===== src/rtl/microwave_pkg.sv =====
// Shared definitions for the microwave cook timer.
// Holds the control-FSM state codes the timer observes, the position of the
// heat bit within those codes, and the timer's own state encoding.
package microwave_pkg;

  // Control-FSM state codes, as presented on the timer's States input
  localparam logic [3:0] ST_IDLE   = 4'b0000;
  localparam logic [3:0] ST_CLOSED = 4'b0100;
  localparam logic [3:0] ST_START  = 4'b1100;
  localparam logic [3:0] ST_HEAT0  = 4'b1110;
  localparam logic [3:0] ST_HEAT   = 4'b0110;
  localparam logic [3:0] ST_ERR    = 4'b1001;
  localparam logic [3:0] ST_ERR_CL = 4'b1101;

  // Bit of the control-FSM code that is high in every heating state
  localparam int unsigned HEAT_BIT = 1;

  // Cook-timer states
  typedef enum logic [2:0] {
    IDLE  = 3'd0,
    ARMED = 3'd1,
    RUN   = 3'd2,
    PAUSE = 3'd3,
    FIN   = 3'd4
  } tmr_state_t;

endpackage


===== src/rtl/sec_tick_gen.sv =====
// One-second tick prescaler.
// Counts 0..DIV-1 while enabled and emits a one-cycle tick on the last count;
// holds its count while disabled so a partial second survives a pause.
// Ports:
//   clk, sys_reset_n : clock, asynchronous active-low reset
//   i_en             : advance the count this cycle
//   i_clr            : synchronously return the count to 0 (wins over i_en)
//   o_tick_c         : combinational tick, high on the wrapping cycle
module sec_tick_gen #(
  parameter int unsigned DIV = 100
) (
  input  logic clk,
  input  logic sys_reset_n,
  input  logic i_en,
  input  logic i_clr,
  output logic o_tick_c
);

  localparam int unsigned CW = (DIV > 1) ? $clog2(DIV) : 1;

  logic [CW-1:0] r_cnt;

  assign o_tick_c = i_en && (r_cnt == CW'(DIV - 1));

  // Prescaler count
  always_ff @(posedge clk or negedge sys_reset_n) begin
    if (!sys_reset_n) begin
      r_cnt <= '0;
    end else if (i_clr) begin
      r_cnt <= '0;
    end else if (i_en) begin
      if (o_tick_c) r_cnt <= '0;
      else          r_cnt <= r_cnt + CW'(1);
    end
  end

endmodule


===== src/rtl/microwave_cook_timer.sv =====
// Cook-time countdown in front of the microwave control FSM.
// Loads a cook time in seconds, counts it down while the control FSM is in a
// heating state, holds it across interruptions and raises done on expiry.
// Optional alarm: define MICROWAVE_COOK_TIMER_BEEP_EN to drive beep for
// BEEP_SEC seconds from expiry; otherwise beep is tied low.
// Ports:
//   clk, sys_reset_n : clock, asynchronous active-low reset
//   load, time_in    : one-cycle strobe capturing a cook time in seconds
//   abort            : one-cycle strobe returning the timer to IDLE
//   States           : control-FSM state code; States[HEAT_BIT] means heating
//   done             : level, high in FIN until heating stops
//   running          : high while counting down
//   remaining        : seconds left
//   beep             : expiry alarm
module microwave_cook_timer
  import microwave_pkg::*;
#(
  parameter int unsigned TICK_DIV = 100,
  parameter int unsigned TW       = 12,
  parameter int unsigned BEEP_SEC = 3
) (
  input  logic          clk,
  input  logic          sys_reset_n,
  input  logic          load,
  input  logic [TW-1:0] time_in,
  input  logic          abort,
  input  logic [3:0]    States,
  output logic          done,
  output logic          running,
  output logic [TW-1:0] remaining,
  output logic          beep
);

  tmr_state_t    r_state;
  logic [TW-1:0] r_remaining;
  logic          r_done;
  logic          r_running;

  logic w_heat;
  logic w_tick;
  logic w_tick_clr;
  logic w_expire;
  logic w_unused_states;

  assign w_heat          = States[HEAT_BIT];
  assign w_unused_states = ^{States[3:2], States[0]};

  // Prescaler only advances in RUN and keeps its count through PAUSE
  assign w_tick_clr = (r_state == IDLE) || (r_state == ARMED) || (r_state == FIN);

  sec_tick_gen #(
    .DIV (TICK_DIV)
  ) u_sec_tick (
    .clk         (clk),
    .sys_reset_n (sys_reset_n),
    .i_en        (r_state == RUN),
    .i_clr       (w_tick_clr),
    .o_tick_c    (w_tick)
  );

  assign w_expire = w_tick && (r_remaining == TW'(1));

  // Timer FSM with registered outputs
  always_ff @(posedge clk or negedge sys_reset_n) begin
    if (!sys_reset_n) begin
      r_state     <= IDLE;
      r_remaining <= '0;
      r_done      <= 1'b0;
      r_running   <= 1'b0;
    end else begin
      r_running <= 1'b0;
      if (abort) begin
        r_state     <= IDLE;
        r_remaining <= '0;
        r_done      <= 1'b0;
      end else begin
        case (r_state)
          IDLE: begin
            if (load && (time_in != '0)) begin
              r_state     <= ARMED;
              r_remaining <= time_in;
            end
          end
          ARMED: begin
            if (load) begin
              r_remaining <= time_in;
              if (time_in == '0) r_state <= IDLE;
            end else if (w_heat) begin
              r_state   <= RUN;
              r_running <= 1'b1;
            end
          end
          RUN: begin
            // remaining is at least 1 here, so the decrement cannot wrap
            if (w_tick) r_remaining <= r_remaining - TW'(1);
            // Expiry wins over heat falling in the same cycle
            if (w_expire)     r_state <= FIN;
            else if (!w_heat) r_state <= PAUSE;
            else              r_running <= 1'b1;
          end
          PAUSE: begin
            if (load && (time_in != '0)) begin
              r_state     <= ARMED;
              r_remaining <= time_in;
            end else if (w_heat) begin
              r_state   <= RUN;
              r_running <= 1'b1;
            end
          end
          FIN: begin
            // done is issued for at least one cycle even if heat already fell
            r_done <= 1'b1;
            if (r_done && !w_heat) begin
              r_state <= IDLE;
              r_done  <= 1'b0;
            end
          end
          default: r_state <= IDLE;
        endcase
      end
    end
  end

  assign done      = r_done;
  assign running   = r_running;
  assign remaining = r_remaining;

`ifdef MICROWAVE_COOK_TIMER_BEEP_EN
  localparam int unsigned BW = $clog2(BEEP_SEC + 1);

  logic          r_beep;
  logic [BW-1:0] r_beep_sec;
  logic          w_beep_tick;
  logic          w_fin_entry;

  assign w_fin_entry = (r_state == RUN) && w_expire && !abort;

  // Independent seconds count so the alarm outlives FIN
  sec_tick_gen #(
    .DIV (TICK_DIV)
  ) u_beep_tick (
    .clk         (clk),
    .sys_reset_n (sys_reset_n),
    .i_en        (r_beep),
    .i_clr       (!r_beep || w_fin_entry),
    .o_tick_c    (w_beep_tick)
  );

  // Alarm duration; a new load leaves it running
  always_ff @(posedge clk or negedge sys_reset_n) begin
    if (!sys_reset_n) begin
      r_beep     <= 1'b0;
      r_beep_sec <= '0;
    end else if (abort) begin
      r_beep     <= 1'b0;
      r_beep_sec <= '0;
    end else if (w_fin_entry) begin
      r_beep     <= 1'b1;
      r_beep_sec <= '0;
    end else if (r_beep && w_beep_tick) begin
      if (r_beep_sec == BW'(BEEP_SEC - 1)) begin
        r_beep     <= 1'b0;
        r_beep_sec <= '0;
      end else begin
        r_beep_sec <= r_beep_sec + BW'(1);
      end
    end
  end

  assign beep = r_beep;
`else
  logic w_unused_beep_cfg;
  assign w_unused_beep_cfg = |BEEP_SEC;
  assign beep              = 1'b0;
`endif

endmodule


===== config.mk =====
export PLATFORM = sky130hd
export DESIGN_NAME = microwave_cook_timer
export DESIGN_NICKNAME = d
export VERILOG_FILES = /design/src/rtl/microwave_pkg.sv /design/src/rtl/sec_tick_gen.sv /design/src/rtl/microwave_cook_timer.sv
export SDC_FILE = /design/constraint.sdc
export NUM_CORES = 1
export LEC_CHECK = 0
export BUFFER_PORTS_ARGS = -buffer_cell sky130_fd_sc_hd__buf_4
export CORE_MARGIN = 2
export CORE_UTILIZATION = 40
export CTS_CLUSTER_DIAMETER = 50
export DETAILED_ROUTE_END_ITERATION = 10
export PLACE_DENSITY = 0.61
export SYNTH_ARGS = -nofsm -noshare
export SYNTH_HDL_FRONTEND = slang
export SYNTH_HIERARCHICAL = 1
export SYNTH_SLANG_ARGS = --single-unit

===== constraint.sdc =====
create_clock -name clk -period 7.6 [get_ports clk]
set_input_delay 1.14 -clock clk [delete_from_list [all_inputs] [get_ports clk]]
set_output_delay 1.14 -clock clk [all_outputs]
set_load 0.01 [all_outputs]

Yosys cells after proc, flatten, opt, wreduce, memory -nomap -nowiden

Cells that the tools add are included.

Add/subtract/negate cells: 2
Equal/unequal tests: 13
Multiplexer cells: 27
Reduce and logical (&&, ||, !) cells: 16

Operator list:

| kind                  | count |
|---|---|
| $mux 12               | 4 |
| $pmux 12 s3           | 1 |
| $mux 3                | 9 |
| $mux 7                | 3 |
| $pmux 3 s5            | 1 |
| $eq 12x1->1 const B   | 1 |
| $logic_not 12->1      | 1 |
| $reduce_bool 12->1    | 1 |
| $sub 12x1->12 const B | 1 |
| $mux 1                | 8 |
| $reduce_and 4->1      | 2 |
| $add 7x1->7 const B   | 1 |
| $eq 7x7->1 const B    | 1 |
| $eq 3x2->1 const B    | 2 |
| $ne 3x2->1 const B    | 2 |
| $ne 3x3->1 const B    | 2 |
| $logic_and 1x1->1     | 4 |
| $ne 4x3->1 const B    | 1 |
| $ne 4x4->1 const B    | 1 |
| $reduce_bool 2->1     | 2 |
| $reduce_bool 4->1     | 1 |
| $eq 3x1->1 const B    | 1 |
| $eq 3x3->1 const B    | 1 |
| $logic_not 3->1       | 1 |
| 5 further kinds       | 6 |

Flip-flop bits (word level): 24
Bits of input ports: 20
Output and inout port bits: 15
Word-level logic and storage cells: 63

Depth between registers and ports, before layout

Gate-level depths: netlist of the first run.

Depth in word-level cells: 6
Gate-level depth with buffers: 14
Mapped depth without buffers: 9

Cells and area by module

Netlist of the first run, hierarchy kept.

Modules (own cells, without submodules):

| module               | instances | cells each | area an instance (sq um) | seq. area each (sq um) |
|---|---|---|---|---|
| microwave_cook_timer | 1         | 151        | 1257.5                   | 425.4 |
| sec_tick_gen         | 1         | 38         | 395.4                    | 175.2 |

Worst setup path before layout of the first run

OpenSTA, ideal clock, no wires.

Kind: register to register
Start point: register r_state[0]
End point: register r_state[0]
Setup time: 126 ps
Arrival: 3052 ps
Required time: 7474 ps
Slack: 4422 ps
Stages on the path, launching flop included: 14
Buffers on the path: 4
Period minus slack after synthesis: 3178 ps
Path through: dfrtp_1 -> buf_6 -> or3b_1 -> buf_2 -> buf_6 -> inv_2 -> buf_4 -> or4b_4 -> nor2_4 -> or4bb_1 -> nor4_2 -> nor3_1 -> a211o_1 -> o311a_1

Cells in the longest elaborated chain, start to end: 6
Elaborated cells between the ends (all ways): 18
Classes of those cells: eq/ne (8); mux (6); reduce/logical (4)

RTL lines:

| element                  | RTL line                   | text |
|---|---|---|
| start: declaration       | microwave_cook_timer.sv:34 | `tmr_state_t r_state;` |
| start signal: assignment | microwave_cook_timer.sv:66 | `r_state <= IDLE;` |
| start signal: assignment | microwave_cook_timer.sv:73 | `r_state <= IDLE;` |
| start signal: assignment | microwave_cook_timer.sv:80 | `r_state <= ARMED;` |
| $eq 3x2->1 (*)           | microwave_cook_timer.sv:56 | `.i_en (r_state == RUN),` |
| $logic_and 1x1->1 (*)    | sec_tick_gen.sv:23         | `assign o_tick_c = i_en && (r_cnt == CW'(DIV - 1));` |
| via w_tick               | microwave_cook_timer.sv:40 | `logic w_tick;` |
| $logic_and 1x1->1 (*)    | microwave_cook_timer.sv:61 | `assign w_expire = w_tick && (r_remaining == TW'(1));` |
| $mux 3                   | microwave_cook_timer.sv:97 | `if (w_expire) r_state <= FIN;` |
| $pmux 3 s5               | microwave_cook_timer.sv:77 | `case (r_state)` |
| $mux 3                   | microwave_cook_timer.sv:72 | `if (abort) begin` |

The timed path passes the listed nets; every way through them passes the cells marked *.
A chain may end at the register's enable or synchronous reset.

Worst setup path in the final report of the first run

Start point: register r_state[1]
End point: register r_state[0]

Same word-level chain as after synthesis.

==> metrics, run 1 <==
initial antenna violation count 0; post-CTS setup buffer count 0; Synth Area in Simple Gates 28.5%; most common library cells after synthesis dfrtp_1, a21oi_1, nor2_1; worst hold endpoint remaining[7]$_DFFE_PN0P_; Clock Pin Slew Worst Setup and Hold Paths 0.09 ns; slew margin rel. 28.2%; Final Wtd Congestion 0.812; largest net degree at the start of global routing 33; final clock skew 0.00772 ns; I/O pin total 35; worst setup path start r_state[1]$_DFFE_PN0P_; Avg Cell Area, Syn 8.75 sq um; port bufs 30; number of distinct library cells after synthesis 55; DRT antenna net count 0; YS warnings 6; sequential-to-total area share from yosys stat 36.3%; CP cell instances or3b_1, inv_2, or4b_4, nor2_4, or4bb_1, nor4_2, nor3_1, a211o_1, o311a_1; CP endpoint kind flop; VDD IR-drop max 0.0000709 V; Die Wd 68.3 um; total grt overflow 0; DR vias/cell 5.74; First-pass DRT Iterations 4; CP Class flop to flop; max frequency 257 MHz; Total Routing Usage GR 19.8%; startpoint types flop; Final Hold Viols 0; leakage 0.794 nW; row count 23; Inserted Clock Buffers 3; reg2reg setup slack 3.71 ns; initial detailed-routing violation count 75; post-synthesis instance area 1650 sq um; Post-synth EDFFs 0; P per Cell Area 165 nW/um^2; total power 318 uW; nets 234; Area Overhead vs Synth 16.7%; die area 4660 sq um; final setup violation count 0; DR DRC count 0; Worst Hold Class flop to flop; vias in the first global route 1,474; worst flop-to-flop path endpoint r_state[0]$_DFFE_PN0P_; synthesis-stage register bit count 24; post_cts resized 0; top-area cell type share of the netlist area 36.3%; slowest CP cell or3b_1; Fin Setup TNS 0 ns; clk_lat worst skew 0.27 ns; hold buffers post-CTS 0; Clock Path Buffers 2; hold path startpoint remaining[7]$_DFFE_PN0P_; Synthesized Nets 212; fin crit period 3.89 ns; Largest delay share family, worst path simple AND/OR/NAND/NOR gates; largest family of logic cells by synthesized area simple AND/OR/NAND/NOR gates; final WL 4.10 mm; CP arrival 4.05 ns; worst slew pin tran 1.08 ns; Synth Area in XOR/XNOR 2.12%; adder-cell share of the synthesized area 2.27%; Compound-Gate Fraction of Synth Area 23.3%; CP required 7.76 ns; via count 1,492; cell taking the most area after synthesis dfrtp_1; count leader, synth dfrtp_1; CTS Sinks 24; Reg-to-Reg Start r_state[1]$_DFFE_PN0P_; period utilization 51.2%; max capacitance violation total 0; largest cells by area after synthesis dfrtp_1, a21oi_1, nor4_2; reg2reg path depth 9; Mapped Cells 189; Starting Density 41.3%; ys flop type dfrtp_1; Buf/Inv on CP 1; clk root buf clkbuf_8; chip height 68.3 um; Worst Path Max Fanout 32; RSZ-0062 raised after global routing false; H-tree depth 1; Post-synth ARST share 100%; post-DP HPWL 3.07 mm; mux share of post-synthesis cell area 0.606%; layout cells sized above 1 23.8%; Final Max Tran Viols 0; first-pass GRT wire length 7.00 mm; critical path's largest stage delay 0.83 ns; Worst Hold Depth 2; DR WL/cell 15.8 um; outcome finished, final reports clean; antenna diode count 0; TritonCTS clock tree yes; Core Box Area 4000 sq um
-- cell type report --
class                           count  area [sq um]
Clock buffer                        3          41.3
Clock inverter                      1          30.0
Fill cell                         388          2070
Inverter                            7          26.3
Multi-Input combinational cell    145           943
Sequential cell                    24           601
Tap cell                           50          62.6
Timing Repair Buffer               30           225
-- worst max-delay path by stage --
stage	to	slack [ns]	cells past startpoint
floorplan	r_state[0]$_DFFE_PN0P_	4.42	13
global placement	r_state[1]$_DFFE_PN0P_	3.79	9
detailed placement	r_state[0]$_DFFE_PN0P_	3.70	9
CTS	r_state[0]$_DFFE_PN0P_	3.69	9
global route	r_state[0]$_DFFE_PN0P_	3.43	9
finish	r_state[0]$_DFFE_PN0P_	3.71	9
-- metrics by stage --
stage | std cells | utilization [%] | instance area (sq um) | hold WS, ns | worst slack, ns
6_report | 260 | 48.2 | 1930 | 0.595 | 3.71
5_1_grt | 260 | 48.2 | 1930 | 0.633 | 3.43
4_1_cts | 260 | 48.2 | 1930 | 0.593 | 3.69
3_5_place_dp | 256 | 46.4 | 1860 | 0.574 | 3.70
3_3_place_gp | 256 | 46.4 | 1860 | 0.556 | 3.79
2_1_floorplan | 189 | - | 1650 | 0.516 | 4.42
-- cell families after synthesis --
kind of cell | after synthesis
compound gates | 58
xor+xnor | 4
fa+ha+maj | 3
buf+inv | 20
flops | 24
mux | 1
other cells | 1
simple gates | 78
-- registers in the layout, summed over array words and instances (netlist names) --
name / count
u_sec_tick/r_cnt: 7
done: 1
remaining: 12
running: 1
r_state: 3
-- layer usage --
| layer | part of all wire [%] | GRT usage (%) | routed length [um] |
|---|---|---|---|
| met3 | 4.1 | 2.14 | 170 |
| met2 | 51 | 33.9 | 2080 |
| met1 | 44 | 26.4 | 1810 |
| met4 | 0.85 | 5.75 | 35 |
| met5 | 0 | 0 | 0 |
-- worst min-delay path, stage by stage (launching register included) --
cell     delay [ns]
dfrtp_1        0.41
o21ai_1        0.09
a21oi_1        0.07
-- where the power goes --
| group | switching [mW] | internal [mW] | leakage (nW) |
|---|---|---|---|
| Clock | 0.0431 | 0.0705 | 0.0357 |
| Combinational | 0.0349 | 0.0286 | 0.432 |
| Sequential | 0.00838 | 0.133 | 0.326 |
| Total | 0.0863 | 0.232 | 0.794 |
-- cells in the final DEF (no fill, tap or decap), types with 3 or more instances in the layout --
| master | netlist | layout |
|---|---|---|
| xor2_1 | 3 | 3 |
| inv_1 | 6 | 6 |
| nand2b_1 | 9 | 9 |
| nor2b_1 | 3 | 3 |
| nand2_1 | 12 | 12 |
| or2_1 | 4 | 4 |
| buf_4 | 3 | 30 |
| o21ai_0 | 5 | 5 |
| o21ai_1 | 9 | 9 |
| clkbuf_8 | 0 | 3 |
| dfrtp_1 | 24 | 24 |
| a31oi_1 | 4 | 4 |
| a21oi_1 | 21 | 21 |
| nor2_1 | 15 | 15 |
| nor3_1 | 9 | 9 |
| or3_1 | 4 | 4 |
| nor4_2 | 5 | 5 |
| ha_1 | 3 | 3 |
(Power assumes the default switching activity.)
==> run 2: changes to the inputs <==
--- a/config.mk
+++ b/config.mk
@@ -5,12 +5,13 @@
 export SDC_FILE = /design/constraint.sdc
 export NUM_CORES = 1
 export LEC_CHECK = 0
+export ABC_AREA = 1
 export BUFFER_PORTS_ARGS = -buffer_cell sky130_fd_sc_hd__buf_4
 export CORE_MARGIN = 2
 export CORE_UTILIZATION = 40
 export CTS_CLUSTER_DIAMETER = 50
 export DETAILED_ROUTE_END_ITERATION = 10
-export PLACE_DENSITY = 0.61
+export PLACE_DENSITY = 0.6
 export SYNTH_ARGS = -nofsm -noshare
 export SYNTH_HDL_FRONTEND = slang
 export SYNTH_HIERARCHICAL = 1
==> constraint.sdc (replaced) <==
create_clock -name clk -period 4 [get_ports clk]
set_input_delay 0.6 -clock clk [delete_from_list [all_inputs] [get_ports clk]]
set_output_delay 0.6 -clock clk [all_outputs]
set_load 0.01 [all_outputs]
==> run 2 against run 1 <==
  * Clock power increased by 89%
  * Final cell count increased by 35%
  * Sequential power up 100%
  * Hold slack lost 0.37 ns
==> metrics, run 2 <==
outcome finished, final reports clean; chip height 70.3 um; filler instances 448; Worst Path Max Fanout 4; Largest delay share family, worst path simple AND/OR/NAND/NOR gates; total grt overflow 0; sequential-to-total area share from yosys stat 34.1%; Area Overhead vs Synth 18.8%; Mapped Cells 270; critical path's largest stage delay 0.40 ns; max FFs per register 12; cell taking the most area after synthesis dfrtp_1; vias in the first global route 1,750; max capacitance violation total 0; synthesis-stage register bit count 24; die area 4940 sq um; Avg Cell Area, Syn 6.52 sq um; initial detailed-routing violation count 154; DRT antenna net count 0; post_cts resized 0; CP required 4.17 ns; clk_lat worst skew 0.27 ns; I/O pin total 35; initial antenna violation count 0; Starting Density 41.0%; post-synthesis instance area 1760 sq um; H-tree depth 1; Post-synth ARST share 100%; Worst Hold Class input pin to async pin; antenna diode count 0; DR WL/cell 12.7 um; post-DP HPWL 3.40 mm; commonest cells after routing, fill and taps aside nand2_1, nor2_1, buf_4; Buf/Inv on CP 1; critical path's most frequent cell nand2_1; Clock Pin Slew Worst Setup and Hold Paths 0.09 ns; final setup violation count 0; most common cell after layout, fill and taps aside nand2_1; Final Max Tran Viols 0; Die Wd 70.3 um; First-pass DRT Iterations 4; CP cell instances ha_1, nand2_1, inv_1, nand2_1, nor2_2, nand3_1, nor2_1, nand2_1, a21oi_1, nand3_1, nand3_1, nand2_1; register area 601 sq um; largest cells by area after synthesis dfrtp_1, nand2_1, nand3_1; Clock Path Buffers 2; final WL 4.47 mm; max frequency 580 MHz; largest net degree at the start of global routing 27; VDD IR-drop max 0.000154 V; post-CTS setup buffer count 0; ys flop type dfrtp_1; Fin Setup TNS 0 ns; Final Hold Viols 0; DR DRC count 0; most common library cells after synthesis nand2_1, nor2_1, nand3_1; YS warnings 6; CP Class flop to flop; leakage 1.05 nW; top-area cell type share of the netlist area 34.1%; count leader, synth nand2_1; Total Routing Usage GR 19.4%; hold buffers post-CTS 0; slowest CP cell dfrtp_1; DR vias/cell 4.98; TritonCTS clock tree yes; CP endpoint kind flop; Post-synth EDFFs 0; first-pass GRT wire length 7.82 mm; fin crit period 1.72 ns; P per Cell Area 336 nW/um^2; nets 323; Final Wtd Congestion 0.870; layout cells sized above 1 18.4%; multi-input combinational cell area 1010 sq um; clk root buf clkbuf_8; number of distinct library cells after synthesis 29; Inserted Clock Buffers 3; row count 24; period utilization 43.1%; final clock skew 0.00374 ns; Core Box Area 4290 sq um; port bufs 30; CTS Sinks 24; RSZ-0062 raised after global routing false; Min Hold Slack 0.225 ns; Synthesized Nets 293; via count 1,748; startpoint types flop; CP arrival 1.89 ns
==> run 2: cell count changes after synthesis, sizes merged, moves of 6 or more <==
| cell | delta |
|---|---|
| nor2 | +29 |
| nand2b | -9 |
| nor3 | -8 |
| inv | +23 |
| buf | -6 |
| nand3 | +28 |
| nand2 | +69 |
| nor4 | -7 |
| a21oi | -11 |
==> run 2: report_power, final <==
part	total [mW]	internal (mW)	switching [mW]
Combinational	0.199	0.0783	0.120
Clock	0.216	0.134	0.0821
Sequential	0.287	0.260	0.0270
Total	0.702	0.472	0.230
==> run 2: path summary, 6_finish.rpt <==
kind / slack [ns] / from / cells after the start / end
worst min register to register: 0.52 / u_sec_tick/r_cnt[1]$_DFFE_PN0P_ / 2 / u_sec_tick/r_cnt[1]$_DFFE_PN0P_
max in group asynchronous: 3.53 / sys_reset_n / 1 / remaining[3]$_DFFE_PN0P_
min in group clk: 0.52 / u_sec_tick/r_cnt[1]$_DFFE_PN0P_ / 2 / u_sec_tick/r_cnt[1]$_DFFE_PN0P_
worst max register to register: 2.28 / u_sec_tick/r_cnt[0]$_DFFE_PN0P_ / 12 / r_state[0]$_DFFE_PN0P_
worst min-delay path: 0.23 / sys_reset_n / 1 / u_sec_tick/r_cnt[6]$_DFFE_PN0P_
worst max-delay path: 2.28 / u_sec_tick/r_cnt[0]$_DFFE_PN0P_ / 12 / r_state[0]$_DFFE_PN0P_
==> run 2: kinds of logic after synthesis <==
family / Yosys count / share of synthesized area [%]
buffers and inverters: 36 / 8.53
XOR/XNOR: 5 / 2.49
other: 1 / 0.213
AND/OR/NAND/NOR: 169 / 42.8
AO/OA/AOI/OAI: 32 / 9.67
adder cells (fa/ha/maj): 3 / 2.13
flip-flops: 24 / 34.1
==> run 2: area by class of cell <==
cell class                 instances  share of cell area (%)
clock buffer                       3                    1.97
timing repair buffer              31                    11.1
clock inverter                     1                    1.44
sequential                        24                    28.7
multi-input combinational        210                    48.2
inverter                          30                    5.39
tap                               52                    3.11
==> run 2: layer usage <==
metal	vias up	share of wire [%]	track usage (%)
li1	913	-	-
met1	793	51	27.6
met2	38	44	31.0
met3	4	4.1	2.74
met4	0	0.74	4.49
met5	-	0	0
==> run 2: worst reg2reg max path, stage by stage (launching register included) <==
cell     delay (ns)
dfrtp_1        0.40
ha_1           0.23
nand2_1        0.07
inv_1          0.05
nand2_1        0.06
nor2_2         0.14
nand3_1        0.10
nor2_1         0.10
nand2_1        0.12
a21oi_1        0.14
nand3_1        0.08
nand3_1        0.08
nand2_1        0.05
==> run 2: stage by stage <==
step                      cell area (sq um)  worst slack (ns)  power (mW)  utilization (%)  std cells
final                                  2090              2.28       0.702             48.7        351
after global routing                   2090              2.00       0.752             48.7        351
after CTS                              2090              2.25       0.714             48.7        351
after detailed placement               2020              2.14       0.490             47.0        347
after global placement                 2020              2.14       0.489             47.0        347
after floorplan                        1760              2.09       0.416                -        270
